File: src/rtl/float_types_pkg.sv
// rtl/float_types_pkg.sv - shared types and constants for the FPU normalise/round stage
package float_types_pkg;

    localparam int FRAC_W  = 23;
    localparam int EXP_MAX = 255;

    // One beat as captured by stage 1.
    typedef struct packed {
        logic [24:0] mant;
        logic        sign;
        logic [7:0]  exp;
        logic [2:0]  grs;
        logic        special;
        logic [31:0] special_val;
    } norm_in_t;

    // Packed result plus flags produced by stage 2.
    typedef struct packed {
        logic [31:0] result;
        logic        zero;
        logic        overflow;
        logic        underflow;
    } norm_out_t;

endpackage

File: src/rtl/fpu_norm_round_stage_lzc25.sv
// rtl/fpu_norm_round_stage_lzc25.sv - combinational 25-bit leading-zero counter
//
// Ports:
//   data_i  in  25  value to scan from bit 24 downwards
//   count_o out  5  number of leading zeros (0..25, 25 when data_i == 0)
module lzc25 (
    input  logic [24:0] data_i,
    output logic [4:0]  count_o
);

    logic found;

    always_comb begin
        count_o = 5'd25;
        found   = 1'b0;
        for (int i = 24; i >= 0; i--) begin
            if (!found && data_i[i]) begin
                count_o = 5'(24 - i);
                found   = 1'b1;
            end
        end
    end

endmodule

File: src/rtl/fpu_norm_round_stage.sv
// rtl/fpu_norm_round_stage.sv - two-stage normalise, round-to-nearest-even and pack
//
// Ports:
//   clk_i, rst_ni                 clock (rising edge), async active-low reset
//   valid_i / ready_o             input handshake
//   mant_i, sign_i, exp_i, grs_i  raw sum, sign, common exponent, guard/round/sticky
//   special_i, special_val_i      upstream Inf/NaN bypass and its packed value
//   valid_o / ready_i             output handshake
//   result_o                      packed single-precision result
//   zero_o, overflow_o, underflow_o  result flags, meaningful only with valid_o
module fpu_norm_round_stage
    import float_types_pkg::*;
#(
    parameter int MANT_W = 24,
    parameter int EXP_W  = 8
) (
    input  logic              clk_i,
    input  logic              rst_ni,
    input  logic              valid_i,
    output logic              ready_o,
    input  logic [MANT_W:0]   mant_i,
    input  logic              sign_i,
    input  logic [EXP_W-1:0]  exp_i,
    input  logic [2:0]        grs_i,
    input  logic              special_i,
    input  logic [31:0]       special_val_i,
    output logic              valid_o,
    input  logic              ready_i,
    output logic [31:0]       result_o,
    output logic              zero_o,
    output logic              overflow_o,
    output logic              underflow_o
);

    // Stage 1 registers
    norm_in_t    s1_data_q, s1_data_d;
    logic [4:0]  s1_lzc_q, s1_lzc_d;
    logic        s1_valid_q, s1_valid_d;

    // Stage 2 (output) registers
    logic        valid_q, valid_d;
    norm_out_t   out_q, out_d;

    logic [4:0]  lzc_in;
    logic        s2_advance;
    norm_out_t   calc;

    // Stage 2 datapath
    logic [27:0]        ext;
    logic [27:0]        ext_n;
    logic [4:0]         shamt;
    logic signed [9:0]  exp_n;
    logic signed [9:0]  exp_r;
    logic [23:0]        m24;
    logic               g_bit, r_bit, s_bit, round_up;
    logic [24:0]        rnd;
    logic [FRAC_W-1:0]  frac_r;
    logic               unused_bits;

    lzc25 u_lzc (
        .data_i  (mant_i),
        .count_o (lzc_in)
    );

    always_comb begin
        ext    = {s1_data_q.mant, s1_data_q.grs};
        ext_n  = ext;
        shamt  = 5'd0;
        exp_n  = $signed({2'b00, s1_data_q.exp});

        if (s1_data_q.mant[24]) begin
            // Carry out of the adder: one right shift, the dropped bit folds into sticky.
            ext_n = {1'b0, ext[27:2], ext[1] | ext[0]};
            exp_n = $signed({2'b00, s1_data_q.exp}) + 10'sd1;
        end else begin
            // lzc >= 1 here; shifting by lzc-1 lands the leading one at the hidden bit.
            shamt = s1_lzc_q - 5'd1;
            ext_n = ext << shamt;
            exp_n = $signed({2'b00, s1_data_q.exp}) - $signed({5'b00000, shamt});
        end

        m24      = ext_n[26:3];
        g_bit    = ext_n[2];
        r_bit    = ext_n[1];
        s_bit    = ext_n[0];
        round_up = g_bit & (r_bit | s_bit | m24[0]);
        rnd      = {1'b0, m24} + {24'd0, round_up};

        if (rnd[24]) begin
            // Rounding carried to 2^24: mantissa becomes 1.0, exponent bumps.
            frac_r = '0;
            exp_r  = exp_n + 10'sd1;
        end else begin
            frac_r = rnd[FRAC_W-1:0];
            exp_r  = exp_n;
        end

        unused_bits = ^{rnd[23], ext_n[27]};

        calc = '0;
        if (s1_data_q.special) begin
            calc.result = s1_data_q.special_val;
        end else if (s1_data_q.mant == 25'd0 && s1_data_q.grs == 3'd0) begin
            // Exact cancellation always gives +0.
            calc.result = 32'h0000_0000;
            calc.zero   = 1'b1;
        end else if (exp_n <= 10'sd0) begin
            calc.result    = {s1_data_q.sign, 31'd0};
            calc.zero      = 1'b1;
            calc.underflow = 1'b1;
        end else if (exp_r >= 10'(EXP_MAX)) begin
            calc.result   = {s1_data_q.sign, 8'hFF, 23'd0};
            calc.overflow = 1'b1;
        end else begin
            calc.result = {s1_data_q.sign, exp_r[7:0], frac_r};
        end
    end

    always_comb begin
        s2_advance = !valid_q || ready_i;
        ready_o    = !s1_valid_q || s2_advance;

        s1_valid_d = s1_valid_q;
        s1_data_d  = s1_data_q;
        s1_lzc_d   = s1_lzc_q;
        if (ready_o) begin
            s1_valid_d = valid_i;
            if (valid_i) begin
                s1_data_d.mant        = mant_i;
                s1_data_d.sign        = sign_i;
                s1_data_d.exp         = exp_i;
                s1_data_d.grs         = grs_i;
                s1_data_d.special     = special_i;
                s1_data_d.special_val = special_val_i;
                s1_lzc_d              = lzc_in;
            end
        end

        valid_d = valid_q;
        out_d   = out_q;
        if (s2_advance) begin
            valid_d = s1_valid_q;
            if (s1_valid_q) begin
                out_d = calc;
            end
        end
    end

    always_ff @(posedge clk_i or negedge rst_ni) begin
        if (!rst_ni) begin
            s1_valid_q <= 1'b0;
            s1_data_q  <= '0;
            s1_lzc_q   <= '0;
            valid_q    <= 1'b0;
            out_q      <= '0;
        end else begin
            s1_valid_q <= s1_valid_d;
            s1_data_q  <= s1_data_d;
            s1_lzc_q   <= s1_lzc_d;
            valid_q    <= valid_d;
            out_q      <= out_d;
        end
    end

    assign valid_o     = valid_q;
    assign result_o    = out_q.result;
    assign zero_o      = out_q.zero;
    assign overflow_o  = out_q.overflow;
    assign underflow_o = out_q.underflow;

endmodule

File: config.mk
export PLATFORM = sky130hd
export DESIGN_NAME = fpu_norm_round_stage
export DESIGN_NICKNAME = d
export VERILOG_FILES = /design/src/rtl/float_types_pkg.sv /design/src/rtl/fpu_norm_round_stage_lzc25.sv /design/src/rtl/fpu_norm_round_stage.sv
export SDC_FILE = /design/constraint.sdc
export NUM_CORES = 1
export LEC_CHECK = 0
export CAP_MARGIN = 10
export CORE_MARGIN = 8
export CORE_UTILIZATION = 57
export CTS_CLUSTER_DIAMETER = 50
export DETAILED_ROUTE_END_ITERATION = 8
export PLACE_DENSITY_LB_ADDON = 0.2
export SYNTH_ARGS = -nofsm -noshare
export SYNTH_HDL_FRONTEND = slang
export SYNTH_SLANG_ARGS = --single-unit
File: constraint.sdc
create_clock -name clk_i -period 6.1 [get_ports clk_i]
set_input_delay 1.525 -clock clk_i [delete_from_list [all_inputs] [get_ports clk_i]]
set_output_delay 1.525 -clock clk_i [all_outputs]
set_load 0.05 [all_outputs]
Word-level counts from Yosys, hierarchy flattened
Index checks and enable logic that the tools add are counted.
{"block": "classes", "reduce_logical": 57, "mux": 62, "n_addsub": 5, "n_shift": 1, "n_lt_le_gt_ge": 2, "n_bitwise": 4}
{"op": "$mux W5", "count": 25}
{"op": "$mux W31", "count": 2}
{"op": "$mux W33", "count": 1}
{"op": "$mux W32", "count": 1}
{"op": "$shl A28 B5 Y27", "count": 1}
{"op": "$mux W1", "count": 27}
{"op": "$mux W27", "count": 1}
{"op": "$logic_not A1 Y1", "count": 26}
{"op": "$add A24 B1 Y25", "count": 1}
{"op": "$logic_and A1 B1 Y1", "count": 25}
{"op": "$logic_not A25 Y1", "count": 1}
{"op": "$mux W23", "count": 1}
{"op": "$mux W10", "count": 2}
{"op": "$add A10 B2 Y10 const B", "count": 1}
{"op": "$ge A10 B9 Y1 const B", "count": 1}
{"op": "$le A10 B1 Y1 const B", "count": 1}
{"op": "$add A8 B1 Y9 const B", "count": 1}
{"op": "$sub A8 B5 Y9", "count": 1}
{"op": "$sub A5 B1 Y5 const B", "count": 1}
{"op": "$reduce_and A2 Y1", "count": 2}
{"op": "$logic_not A3 Y1", "count": 1}
{"op": "$mux W3", "count": 1}
{"op": "$or A1 B1 Y1", "count": 3}
{"op": "$logic_or A1 B1 Y1", "count": 2}
{"op": "other kinds (2)", "count": 2}
{"block": "totals", "output_inout_bits": 37, "register_bits": 112, "inputBits": 74, "elab_cells": 144}

Logic depth before layout (Yosys ltp)
Gate-level depths: netlist of the first run.
{"block": "logic_depth", "depth_word": 73, "depth_mapped": 23, "mapped_depth_nobuf": 18}

Hierarchy
A second synthesis of the first run with hierarchy kept.
{"block": "hier_totals", "hier_cells": 813, "hier_area_um2": 8249.2}
{"mod": "fpu_norm_round_stage", "n_inst": 1, "cells_each": 758, "seq_area_each_um2": 2802.7, "area_per_inst_um2": 7905.1}
{"mod": "lzc25", "n_inst": 1, "cells_each": 55, "seq_area_each_um2": 0.0, "area_per_inst_um2": 344.1}

Worst setup path before layout of the first run
OpenSTA, ideal clock, no wires.
{"block": "synth_path", "path_type": "reg2reg", "from": "reg s1_lzc_q[0]", "to": "reg out_q, in the netlist result_o[10]", "path_buffers": 6, "setup_slack_ps": 1286, "arrival_time_ps": 4687, "stages_incl_launch_ff": 23, "period_less_slack_ps": 4814, "setup_time_ps": 127, "path_cell_list": "dfrtp_1 buf_6 buf_6 buf_12 inv_1 ha_1 buf_2 xor2_2 inv_2 buf_2 ha_1 nor2b_1 o311ai_0 a22oi_1 o41ai_4 xor2_2 nor4b_1 mux2i_1 o41ai_1 o211ai_1 a22oi_2 buf_6 o22ai_2"}
{"block": "synth_via", "elab_chain_len": 13}
{"item": "from (decl)", "line": "fpu_norm_round_stage.sv:37", "source": "logic [4:0] s1_lzc_q, s1_lzc_d;"}
{"item": "from (signal assigned)", "line": "fpu_norm_round_stage.sv:159", "source": "s1_lzc_q <= s1_lzc_d;"}
{"item": "$sub A5 B1 Y5 *", "line": "fpu_norm_round_stage.sv:77", "source": "shamt = s1_lzc_q - 5'd1;"}
{"item": "$shl A28 B5 Y27", "line": "fpu_norm_round_stage.sv:78", "source": "ext_n = ext << shamt;"}
{"item": "$mux W27", "line": "fpu_norm_round_stage.sv:71", "source": "if (s1_data_q.mant[24]) begin"}
{"item": "$or A1 B1 Y1 (2 in series)", "line": "fpu_norm_round_stage.sv:86", "source": "round_up = g_bit & (r_bit | s_bit | m24[0]);"}
{"item": "$and A1 B1 Y1", "line": "fpu_norm_round_stage.sv:86"}
{"item": "$add A24 B1 Y25", "line": "fpu_norm_round_stage.sv:87", "source": "rnd = {1'b0, m24} + {24'd0, round_up};"}
{"item": "$mux W10", "line": "fpu_norm_round_stage.sv:89", "source": "if (rnd[24]) begin"}
{"item": "$ge A10 B9 Y1", "line": "fpu_norm_round_stage.sv:111", "source": "end else if (exp_r >= 10'(EXP_MAX)) begin"}
{"item": "$mux W31", "line": "fpu_norm_round_stage.sv:111"}
{"item": "$mux W31 *", "line": "fpu_norm_round_stage.sv:107", "source": "end else if (exp_n <= 10'sd0) begin"}
{"item": "$mux W33 *", "line": "fpu_norm_round_stage.sv:103", "source": "end else if (s1_data_q.mant == 25'd0 && s1_data_q.grs == 3'd0) begin"}
{"item": "$mux W32 *", "line": "fpu_norm_round_stage.sv:101", "source": "if (s1_data_q.special) begin"}
{"item": "to (signal assigned)", "line": "fpu_norm_round_stage.sv:161", "source": "out_q <= out_d;"}
{"item": "to (decl)", "line": "fpu_norm_round_stage.sv:42", "source": "norm_out_t out_q, out_d;"}
Every way passes the cells marked *; elsewhere a longest branch is shown, timed or not.
A chain may end at the register's enable or synchronous reset.

Worst setup path in the final report of the first run
{"block": "layout_path", "from": "reg s1_lzc_q[1]", "to": "reg out_q, in the netlist result_o[15]"}
The elaborated chain is that of the path after synthesis.

==> out/qor.csv, run 1 <==
metric;value;unit
outcome;finished, final reports clean;
Finished Cell Area;0.00989;sq mm
Power Density;336;mW/mm^2
peak supply drop;0.276;mV
Synth Register Bits;112;
DRC errors left;0;
Post-synth EDFFs;0;
Netlist cell types;101;
H-tree lvl count;3;
synthesized instance count;882;
Worst-path clk slew;0.08;ns
Synth async-reset ratio;1.00;
total CTS buffers;9;
Critical Path Fanout Max;25;
Crit Path Category;flip-flop to flip-flop;
Final Hold Viols;0;
measured slew at the worst slew-check pin;1.14;ns
commonest cells after routing, fill and taps aside;111 x dfrtp_1, 109 x clkdlybuf4s50_1, 79 x nand2_1;
initial core utilization;0.584;
Max Cap Viol;0;
Fin Hold WS;0.491;ns
worst setup skew after layout;0.0107;ns
Main synth FF type;dfrtp_1;
post-route minimum period;5.18;ns
CTS max path bufs;2;
syn avg cell area;9.63;sq um
first-pass GRT wire length;40.2;mm
Placed Area;0.00957;sq mm
placed insts;1128;
Finished Layout Cells;1144;
commonest non-fill, non-tap cell in the layout;dfrtp_1;
wire per inst;21.9;microns
post-synthesis net count;966;
hold_buf cts;0;
synthesis-to-finish area growth;16.5;%
Post-Syn Area;0.00849;sq mm
largest net degree at the start of global routing;85;
Worst Path Required;6.33;ns
CTS Sinks;112;
vias;7352;
Post CTS Setup Buffer Count;0;
Final nets;1039;
antenna violations before repair;0;
DRT antenna net count;0;
TNS Setup;0;ns
CTS resizes;0;
slack of the critical path;0.921;ns
Port Buffers;110;
met1 usage;0.341;
# fillers;1165;
CTS tree;yes;
Worst-Skew Late Latency;0.37;ns
RSZ-0062 raised after global routing;false;
dpl ws;0.983;ns
fmax;193;MHz
grt met2 use;0.407;
vias in the first global route;7303;
crit end category;flip-flop;
root buffer cell;clkbuf_16;
fraction of the cycle the final worst path needs;0.849;
Static Leakage;3.90;nW
Syn. warnings;0;
iteration count of the initial detailed-routing pass;8;
Iteration-0 DRC Markers;586;
die width;138;microns
routing usage on met3;0.0551;
GR peak layer;met2;
Rel. slew slack;0.242;
multi-input logic area;0.00527;sq mm
share of cells above drive strength 1;0.198;
WP data arrival;5.41;ns
final wirelength;25.0;mm
worst min path class;flip-flop to flip-flop;
number of diodes;0;
Startpoint Class;flip-flop;
total track usage;0.257;
GR Overflow Total;0;
hpwl dp;18.4;mm
Vias/cell;6.43;
register area share after synthesis;0.330;
count of final setup violators;0;
die area;0.0191;sq mm
Slew Limit Fails;0;
register area;0.00280;sq mm
Core Area;0.0145;sq mm
Final GP Congestion;0.960;
# IOs;111;
row count;44;
Vert. Die Dim;138;microns
[per-stage QoR]
step | util | power, mW
floorplan | - | 2.19
global placement | 0.658 | 2.67
detailed placement | 0.658 | 2.67
CTS | 0.680 | 3.32
global route | 0.680 | 3.48
finish | 0.680 | 3.32
[Yosys cell counts (4+ instances only)]
library cell | number | share of area
dfrtp_1 | 112 | 0.33
nand2_1 | 80 | 0.035
a21oi_1 | 55 | 0.032
buf_2 | 12 | 0.0071
mux2_2 | 78 | 0.10
mux2i_1 | 33 | 0.039
o22ai_2 | 9 | 0.013
and2_1 | 6 | 0.0044
nor2_1 | 54 | 0.024
nand4_1 | 12 | 0.0088
nor4_1 | 16 | 0.012
ha_1 | 9 | 0.013
buf_6 | 9 | 0.012
nor2b_1 | 9 | 0.0066
clkbuf_1 | 30 | 0.013
o21ai_2 | 12 | 0.012
nand3_1 | 47 | 0.028
nor3_1 | 18 | 0.011
a211oi_1 | 8 | 0.0071
o211ai_1 | 6 | 0.0053
a22o_1 | 4 | 0.0041
o21ai_0 | 37 | 0.022
inv_1 | 23 | 0.010
and3_1 | 23 | 0.017
nand2_2 | 4 | 0.0029
mux4_2 | 12 | 0.032
o22ai_1 | 7 | 0.0052
xnor2_1 | 19 | 0.020
nand2b_1 | 7 | 0.0052
o31ai_1 | 4 | 0.0035
or3_1 | 8 | 0.0059
xor2_1 | 14 | 0.014
[metal layers]
metal,vias up,routed length (microns)
met5,-,0
met4,0,675
met3,50,1810
met2,308,11600
met1,3569,11000
li1,3425,-
[state kept, by name, indices dropped and copies added, names as in the netlist]
signal       count
s1_valid_q       1
ext             28
underflow_o      1
s1_lzc_q         5
valid_o          1
zero_o           1
overflow_o       1
s1_data_q       42
result_o        32
[worst max-delay path, cell delays in order, from the launching register on]
cell      delay [ns]
dfrtp_1         0.53
inv_1           0.08
ha_1            0.31
xor2_2          0.20
inv_2           0.42
ha_1            0.36
nor2b_1         0.15
o311ai_0        0.54
a22oi_1         0.24
o41ai_4         0.38
xor2_2          0.18
nor4b_1         0.34
mux2i_1         0.12
o41ai_1         0.25
o211ai_1        0.15
a22oi_2         0.20
buf_4           0.38
o21ai_0         0.16
[kinds of logic after synthesis]
kind of cell,count (synthesis),synth area share
compound gates,201,0.179
flops,112,0.330
mux,128,0.186
xor+xnor,38,0.0449
fa+ha+maj,10,0.0156
simple gates,310,0.193
buf+inv,83,0.0511
[where the power goes]
part | switching (mW) | internal (mW) | leakage, nW | total (mW)
Sequential | 0.158 | 0.879 | 1.34 | 1.04
Clock | 0.309 | 0.331 | 0.150 | 0.640
Combinational | 1.01 | 0.639 | 2.41 | 1.65
[final timing paths]
kind / start / endpoint / slack, ns / cells past startpoint
worst max-delay path: s1_lzc_q[1] / result_o[15] / 0.92 / 17
worst min-delay path: result_o[26] / result_o[26] / 0.49 / 2
worst max register to register: s1_lzc_q[1] / result_o[15] / 0.92 / 17
worst min register to register: result_o[26] / result_o[26] / 0.49 / 2
max in group asynchronous: rst_ni / result_o[15] / 3.73 / 2
min in group asynchronous: rst_ni / ext[1] / 1.21 / 1
[final cells by class]
cell class,instances,area share
tap,184,0.0233
clock buffer,9,0.0228
clock inverter,7,0.00962
inverter,25,0.00949
multi-input combinational,687,0.533
timing repair buffer,120,0.119
sequential,112,0.284
(Power assumes the default switching activity.)
==> run 2: changes to the inputs <==
--- a/config.mk
+++ b/config.mk
@@ -7,7 +7,7 @@
 export LEC_CHECK = 0
 export CAP_MARGIN = 10
 export CORE_MARGIN = 8
-export CORE_UTILIZATION = 57
+export CORE_UTILIZATION = 51
 export CTS_CLUSTER_DIAMETER = 50
 export DETAILED_ROUTE_END_ITERATION = 8
 export PLACE_DENSITY_LB_ADDON = 0.2
==> constraint.sdc (replaced) <==
create_clock -name clk_i -period 4.2 [get_ports clk_i]
set_input_delay 1.05 -clock clk_i [delete_from_list [all_inputs] [get_ports clk_i]]
set_output_delay 1.05 -clock clk_i [all_outputs]
set_load 0.05 [all_outputs]
==> run 2 against run 1 <==
Compared with the run above:
- cell count up 7.9%
- combinational power up 59%
- register-to-register slack worse by 0.82 ns
- sequential share of layout area down 1.9 points
- flip-flop and latch count unchanged
- first-iteration DRC count up 12%
- total power up 50%
- critical path depth unchanged
- wire length up 2.5%
- highest routed layer unchanged
==> out/qor.csv, run 2 (synthesized netlist as in run 1, its figures left out) <==
metric;value;unit;change
Iteration-0 DRC Markers;656;;was 586
DRC errors left;0;;unchanged
hold path start;zero_o;;was result_o[26]
Final nets;1093;;was 1039
met3 wire len;1.66;mm;was 1.81 mm
commonest cells after routing, fill and taps aside;110 x dfrtp_1, 109 x clkdlybuf4s50_1, 79 x nand2_1;;was 111 x dfrtp_1, 109 x clkdlybuf4s50_1, 79 x nand2_1
Final Hold Viols;0;;unchanged
Crit Path Category;flip-flop to flip-flop;;unchanged
fraction of the cycle the final worst path needs;0.976;;was 0.849
post-route minimum period;4.10;ns;was 5.18 ns
H-tree lvl count;3;;unchanged
commonest non-fill, non-tap cell in the layout;dfrtp_1;;unchanged
die area;0.0210;sq mm;was 0.0191 sq mm
total track usage;0.240;;was 0.257
CTS Sinks;112;;unchanged
TNS Setup;0;ns;unchanged
cell family with most CP delay;simple AND/OR/NAND/NOR gates;;was compound AO/OA/AOI/OAI gates
CP Launch Point;s1_lzc_q[0];;was s1_lzc_q[1]
die width;145;microns;was 138 microns
Final GP Congestion;0.962;;was 0.960
worst min path class;flip-flop to flip-flop;;unchanged
Static Leakage;4.24;nW;was 3.90 nW
outcome;finished, final reports clean;;unchanged
Bufs and invs on worst path;3;;unchanged
routed wl met2;11.8;mm;was 11.6 mm
fmax;244;MHz;was 193 MHz
GR Overflow Total;0;;unchanged
# IOs;111;;unchanged
Worst Path Required;4.45;ns;was 6.33 ns
post-layout util;0.647;;was 0.680
WP data arrival;4.35;ns;was 5.41 ns
synthesis-to-finish area growth;25.0;%;was 16.5%
share of cells above drive strength 1;0.261;;was 0.198
count of final setup violators;0;;unchanged
peak supply drop;0.318;mV;was 0.276 mV
number of diodes;0;;unchanged
Biggest register;s1_data_q;;unchanged
Rel. slew slack;0.529;;was 0.242
Max Cap Viol;0;;unchanged
Vert. Die Dim;145;microns;was 138 microns
Worst-Skew Late Latency;0.37;ns;about the same
Core Area;0.0164;sq mm;was 0.0145 sq mm
Power Density;470;mW/mm^2;was 336 mW/mm^2
total CTS buffers;9;;unchanged
max layer used;met4;;unchanged
wire per inst;20.8;microns;was 21.9 microns
worst setup skew after layout;0.0141;ns;was 0.0107 ns
measured slew at the worst slew-check pin;0.701;ns;was 1.14 ns
Startpoint Class;flip-flop;;unchanged
vias in the first global route;7399;;was 7303
antenna violations before repair;0;;unchanged
worst r2r src;s1_lzc_q[0];;was s1_lzc_q[1]
Worst-path clk slew;0.08;ns;about the same
root buffer cell;clkbuf_16;;unchanged
first-pass GRT wire length;41.1;mm;was 40.2 mm
Critical Path Fanout Max;12;;was 25
largest net degree at the start of global routing;67;;was 85
DRT antenna net count;0;;unchanged
initial core utilization;0.518;;was 0.584
Slew Limit Fails;0;;unchanged
iteration count of the initial detailed-routing pass;6;;was 8
crit end category;flip-flop;;unchanged
Slowest-stage cell, CP;dfrtp_2;;was o311ai_0
final wirelength;25.6;mm;was 25.0 mm
hpwl dp;19.3;mm;was 18.4 mm
CTS max path bufs;2;;unchanged
vias;7572;;was 7352
met1 wire length;11.6;mm;was 11.0 mm
CTS tree;yes;;unchanged
# fillers;1371;;was 1165
Max stage delay on crit path;0.49;ns;was 0.54 ns
CP Cell Sequence;inv_6 > ha_4 > nor3b_4 > xnor2_2 > nand2_1 > or3_1 > a21oi_2 > ha_2 > ha_1 > and3_1 > nand4_4 > nor4_4 > xor2_1 > a22oi_2 > buf_4 > buf_12 > a22o_1;;was inv_1 > ha_1 > xor2_2 > inv_2 > ha_1 > nor2b_1 > o311ai_0 > a22oi_1 > o41ai_4 > xor2_2 > nor4b_1 > mux2i_1 > o41ai_1 > o211ai_1 > a22oi_2 > buf_4 > o21ai_0
max reg flops;42;;unchanged
Vias/cell;6.14;;was 6.43
row count;47;;was 44
Fin Hold WS;0.488;ns;was 0.491 ns
Port Buffers;110;;unchanged
## run 2: worst reg2reg max path: cells and delay by family, from the launching register on
family	cells	cell delay, ns
flip-flops	1	0.49
AND/OR/NAND/NOR	6	1.69
AO/OA/AOI/OAI	3	0.47
adder cells (fa/ha/maj)	3	0.61
buffers and inverters	3	0.41
XOR/XNOR	2	0.35
## run 2: where the power goes
part           switching [mW]  leakage (nW)  total [mW]  internal (mW)
clock                   0.466         0.143       0.887          0.421
combinational            1.53          2.76        2.63           1.09
sequential              0.204          1.33        1.48           1.28
## run 2: worst paths after layout
check	slack, ns	end	depth (start not counted)
worst max register to register	0.1	overflow_o	17
max in group asynchronous	2.74	s1_data_q[17]	2
worst min register to register	0.49	zero_o	2
worst max-delay path	0.1	overflow_o	17
min in group asynchronous	0.68	ext[3]	1
worst min-delay path	0.49	zero_o	2
## run 2: metal layers
metal  up-vias  global-route usage
li1       3542                   -
met1      3741               0.332
met2       250               0.369
met3        39              0.0460
met4         0              0.0779
met5         -                   0
## run 2: per-stage QoR
step / instances / cell area, sq um / worst slack, ns / power, mW
floorplan: 882 / 8610 / -0.0431 / 3.23
global placement: 1211 / 10200 / -0.0729 / 4.02
detailed placement: 1211 / 10200 / -0.216 / 4.04
CTS: 1227 / 10500 / 0.0489 / 4.93
global route: 1234 / 10600 / -0.0526 / 5.25
finish: 1234 / 10600 / 0.0999 / 4.99
## run 2: final cells by class
type                            instances  area [sq um]  area share
Multi-Input combinational cell        687          5430       0.511
Sequential cell                       112          2810       0.264
Timing Repair Buffer                  174          1710       0.161
Tap cell                              220           275      0.0259
Clock buffer                            9           225      0.0212
Inverter                               25           101     0.00955
Clock inverter                          7          73.8     0.00695
## run 2: timing repair
action	in CTS	in global routing
endpoints found under the setup margin	0	32
hold buffers	0	0
endpoints found under the hold margin	0	0
gates resized for setup	0	21
buffers inserted	0	5
==> run 3: changes to the inputs <==
--- a/config.mk
+++ b/config.mk
@@ -10,6 +10,7 @@
 export CORE_UTILIZATION = 51
 export CTS_CLUSTER_DIAMETER = 50
 export DETAILED_ROUTE_END_ITERATION = 8
+export MAX_ROUTING_LAYER = met4
 export PLACE_DENSITY_LB_ADDON = 0.2
 export SYNTH_ARGS = -nofsm -noshare
 export SYNTH_HDL_FRONTEND = slang
==> constraint.sdc (replaced) <==
create_clock -name clk_i -period 4.2 [get_ports clk_i]
set_input_delay 1.05 -clock clk_i [delete_from_list [all_inputs] [get_ports clk_i]]
set_output_delay 1.05 -clock clk_i [all_outputs]
set_load 0.01 [all_outputs]
==> run 3 against run 2 <==
Compared with the run above:
- core utilization increased by 0.75 points
- setup slack better by 0.049 ns
- flip-flop and latch count unchanged
- design area rose by 1.2%
- register-to-register slack improved by 0.05 ns
- combinational power decreased by 9.9%
- critical endpoint unchanged
- die area is the same
- first-iteration DRC count grew 21%
- largest cell class unchanged
- critical path type unchanged
- clock power grew 9.5%
- via count up 1.5%
- non-clock buffer count increased by 14
==> out/qor.csv, run 3 (synthesized netlist as in run 1, its figures left out) <==
metric;value;unit;change
vias in the first global route;7570;;was 7399
switch share;0.401;;was 0.441
synthesis-to-finish area growth;26.5;%;was 25.0%
H-tree lvl count;3;;unchanged
Final nets;1107;;was 1093
Core Area;0.0164;sq mm;unchanged
worst setup skew after layout;0.0133;ns;was 0.0141 ns
Fin Hold WS;0.487;ns;was 0.488 ns
vias;7687;;was 7572
WP data arrival;4.30;ns;was 4.35 ns
Clk network pwr share;0.202;;was 0.178
fmax;247;MHz;was 244 MHz
outcome;finished, final reports clean;;unchanged
Port Buffers;110;;unchanged
Power Density;449;mW/mm^2;was 470 mW/mm^2
Design Power;4.82;mW;was 4.99 mW
first-pass GRT wire length;42.2;mm;was 41.1 mm
# IOs;111;;unchanged
final wirelength;26.2;mm;was 25.6 mm
wire per inst;21.0;microns;was 20.8 microns
GR Overflow Total;0;;unchanged
cell family with most CP delay;simple AND/OR/NAND/NOR gates;;unchanged
commonest cells after routing, fill and taps aside;110 x dfrtp_1, 109 x clkdlybuf4s50_1, 79 x nand2_1;;unchanged
fraction of the cycle the final worst path needs;0.964;;was 0.976
antenna violations before repair;0;;unchanged
Bufs and invs on worst path;4;;was 3
share of cells above drive strength 1;0.270;;was 0.261
Final GP Congestion;0.989;;was 0.962
total CTS buffers;9;;unchanged
initial core utilization;0.518;;unchanged
Vias/cell;6.16;;was 6.14
iteration count of the initial detailed-routing pass;6;;unchanged
DRC errors left;0;;unchanged
post-route minimum period;4.05;ns;was 4.10 ns
die width;145;microns;unchanged
max reg flops;42;;unchanged
Worst-Skew Late Latency;0.37;ns;about the same
CTS tree;yes;;unchanged
worst min path class;flip-flop to flip-flop;;unchanged
commonest non-fill, non-tap cell in the layout;dfrtp_1;;unchanged
Worst-path clk slew;0.09;ns;was 0.08 ns
CTS Sinks;112;;unchanged
row count;47;;unchanged
Vert. Die Dim;145;microns;unchanged
Startpoint Class;flip-flop;;unchanged
count of final setup violators;0;;unchanged
Slowest-stage cell, CP;dfrtp_2;;unchanged
peak supply drop;0.330;mV;was 0.318 mV
Critical Path Fanout Max;26;;was 12
sequential power share;0.307;;was 0.297
Biggest register;s1_data_q;;unchanged
number of diodes;0;;unchanged
crit end category;flip-flop;;unchanged
net load switching power;1.93;mW;was 2.20 mW
measured slew at the worst slew-check pin;0.719;ns;was 0.701 ns
Final Hold Viols;0;;unchanged
Worst Path Required;4.45;ns;about the same
Logic pwr share;0.492;;was 0.526
Max Cap Viol;0;;unchanged
CTS max path bufs;2;;unchanged
DRT antenna net count;0;;unchanged
Static Leakage;4.32;nW;was 4.24 nW
Rel. slew slack;0.517;;was 0.529
Max stage delay on crit path;0.44;ns;was 0.49 ns
Slew Limit Fails;0;;unchanged
P_int;2.89;mW;was 2.79 mW
CP Cell Sequence;buf_6 > buf_4 > mux2i_1 > mux2_2 > mux2i_1 > o311a_2 > o211ai_2 > nor4_4 > nand2_2 > nor4_4 > xor2_1 > a22oi_2 > buf_4 > buf_12 > a22o_1;;was inv_6 > ha_4 > nor3b_4 > xnor2_2 > nand2_1 > or3_1 > a21oi_2 > ha_2 > ha_1 > and3_1 > nand4_4 > nor4_4 > xor2_1 > a22oi_2 > buf_4 > buf_12 > a22o_1
Iteration-0 DRC Markers;795;;was 656
hpwl dp;19.9;mm;was 19.3 mm
total track usage;0.253;;was 0.240
root buffer cell;clkbuf_16;;unchanged
largest net degree at the start of global routing;49;;was 67
Crit Path Category;flip-flop to flip-flop;;unchanged
die area;0.0210;sq mm;unchanged
==> run 3: area by class of cell <==
cell class / count / area (sq um)
clock inverter: 7 / 103
inverter: 25 / 101
multi-input combinational: 687 / 5420
clock buffer: 9 / 225
tap: 220 / 275
timing repair buffer: 188 / 1810
sequential: 112 / 2810
fill: 1349 / 5670
==> run 3: final timing paths <==
path,startpoint,endpoint,slack (ns),cells after the start
worst max-delay path,s1_lzc_q[0],overflow_o,0.15,15
worst min-delay path,result_o[31],result_o[31],0.49,2
worst max register to register,s1_lzc_q[0],overflow_o,0.15,15
worst min register to register,result_o[31],result_o[31],0.49,2
max in group asynchronous,rst_ni,result_o[7],2.79,2
min in group asynchronous,rst_ni,ext[3],0.64,1
==> run 3: what timing repair did <==
| action | 4_1_cts | 5_1_grt |
|---|---|---|
| setup buffers | 0 | 5 |
| gates resized for setup | 0 | 20 |
| hold buffers | 0 | 0 |
| endpoints found under the setup margin | 0 | 33 |
==> run 3: stage by stage <==
stage	cells	util	setup WS [ns]	TNS, ns	instance area [sq um]
after floorplan	882	-	-0.0425	-0.588	8610
after global placement	1225	0.624	-0.0918	-0.101	10200
after detailed placement	1225	0.624	-0.273	-0.500	10200
after CTS	1241	0.644	0.0997	0	10600
after global routing	1248	0.655	-0.00374	-0.00374	10700
final	1248	0.655	0.149	0	10700
==> run 3: routing by layer <==
layer | up-vias | GRT usage | part of all wire
met5 | - | - | 0
met4 | 0 | 0.0710 | 0.020
met3 | 39 | 0.0525 | 0.081
met2 | 362 | 0.383 | 0.46
met1 | 3732 | 0.337 | 0.44
li1 | 3554 | - | -
==> run 3: worst register-to-register path: stages (launching register included) <==
cell and delay (ns):
dfrtp_2 0.44, buf_6 0.29, buf_4 0.31, mux2i_1 0.17, mux2_2 0.34, mux2i_1 0.27
o311a_2 0.25, o211ai_2 0.13, nor4_4 0.34, nand2_2 0.22, nor4_4 0.37, xor2_1 0.20
a22oi_2 0.09, buf_4 0.17, buf_12 0.15, a22o_1 0.20
==> run 3: power groups by stage <==
| stage | registers (mW) | clock network (mW) | logic (mW) |
|---|---|---|---|
| after floorplan | 1.47 | 0 | 1.45 |
| after global placement | 1.49 | 0 | 2.26 |
| after detailed placement | 1.50 | 0 | 2.27 |
| after CTS | 1.48 | 0.987 | 2.28 |
| after global routing | 1.50 | 1.03 | 2.55 |
| final | 1.48 | 0.971 | 2.37 |
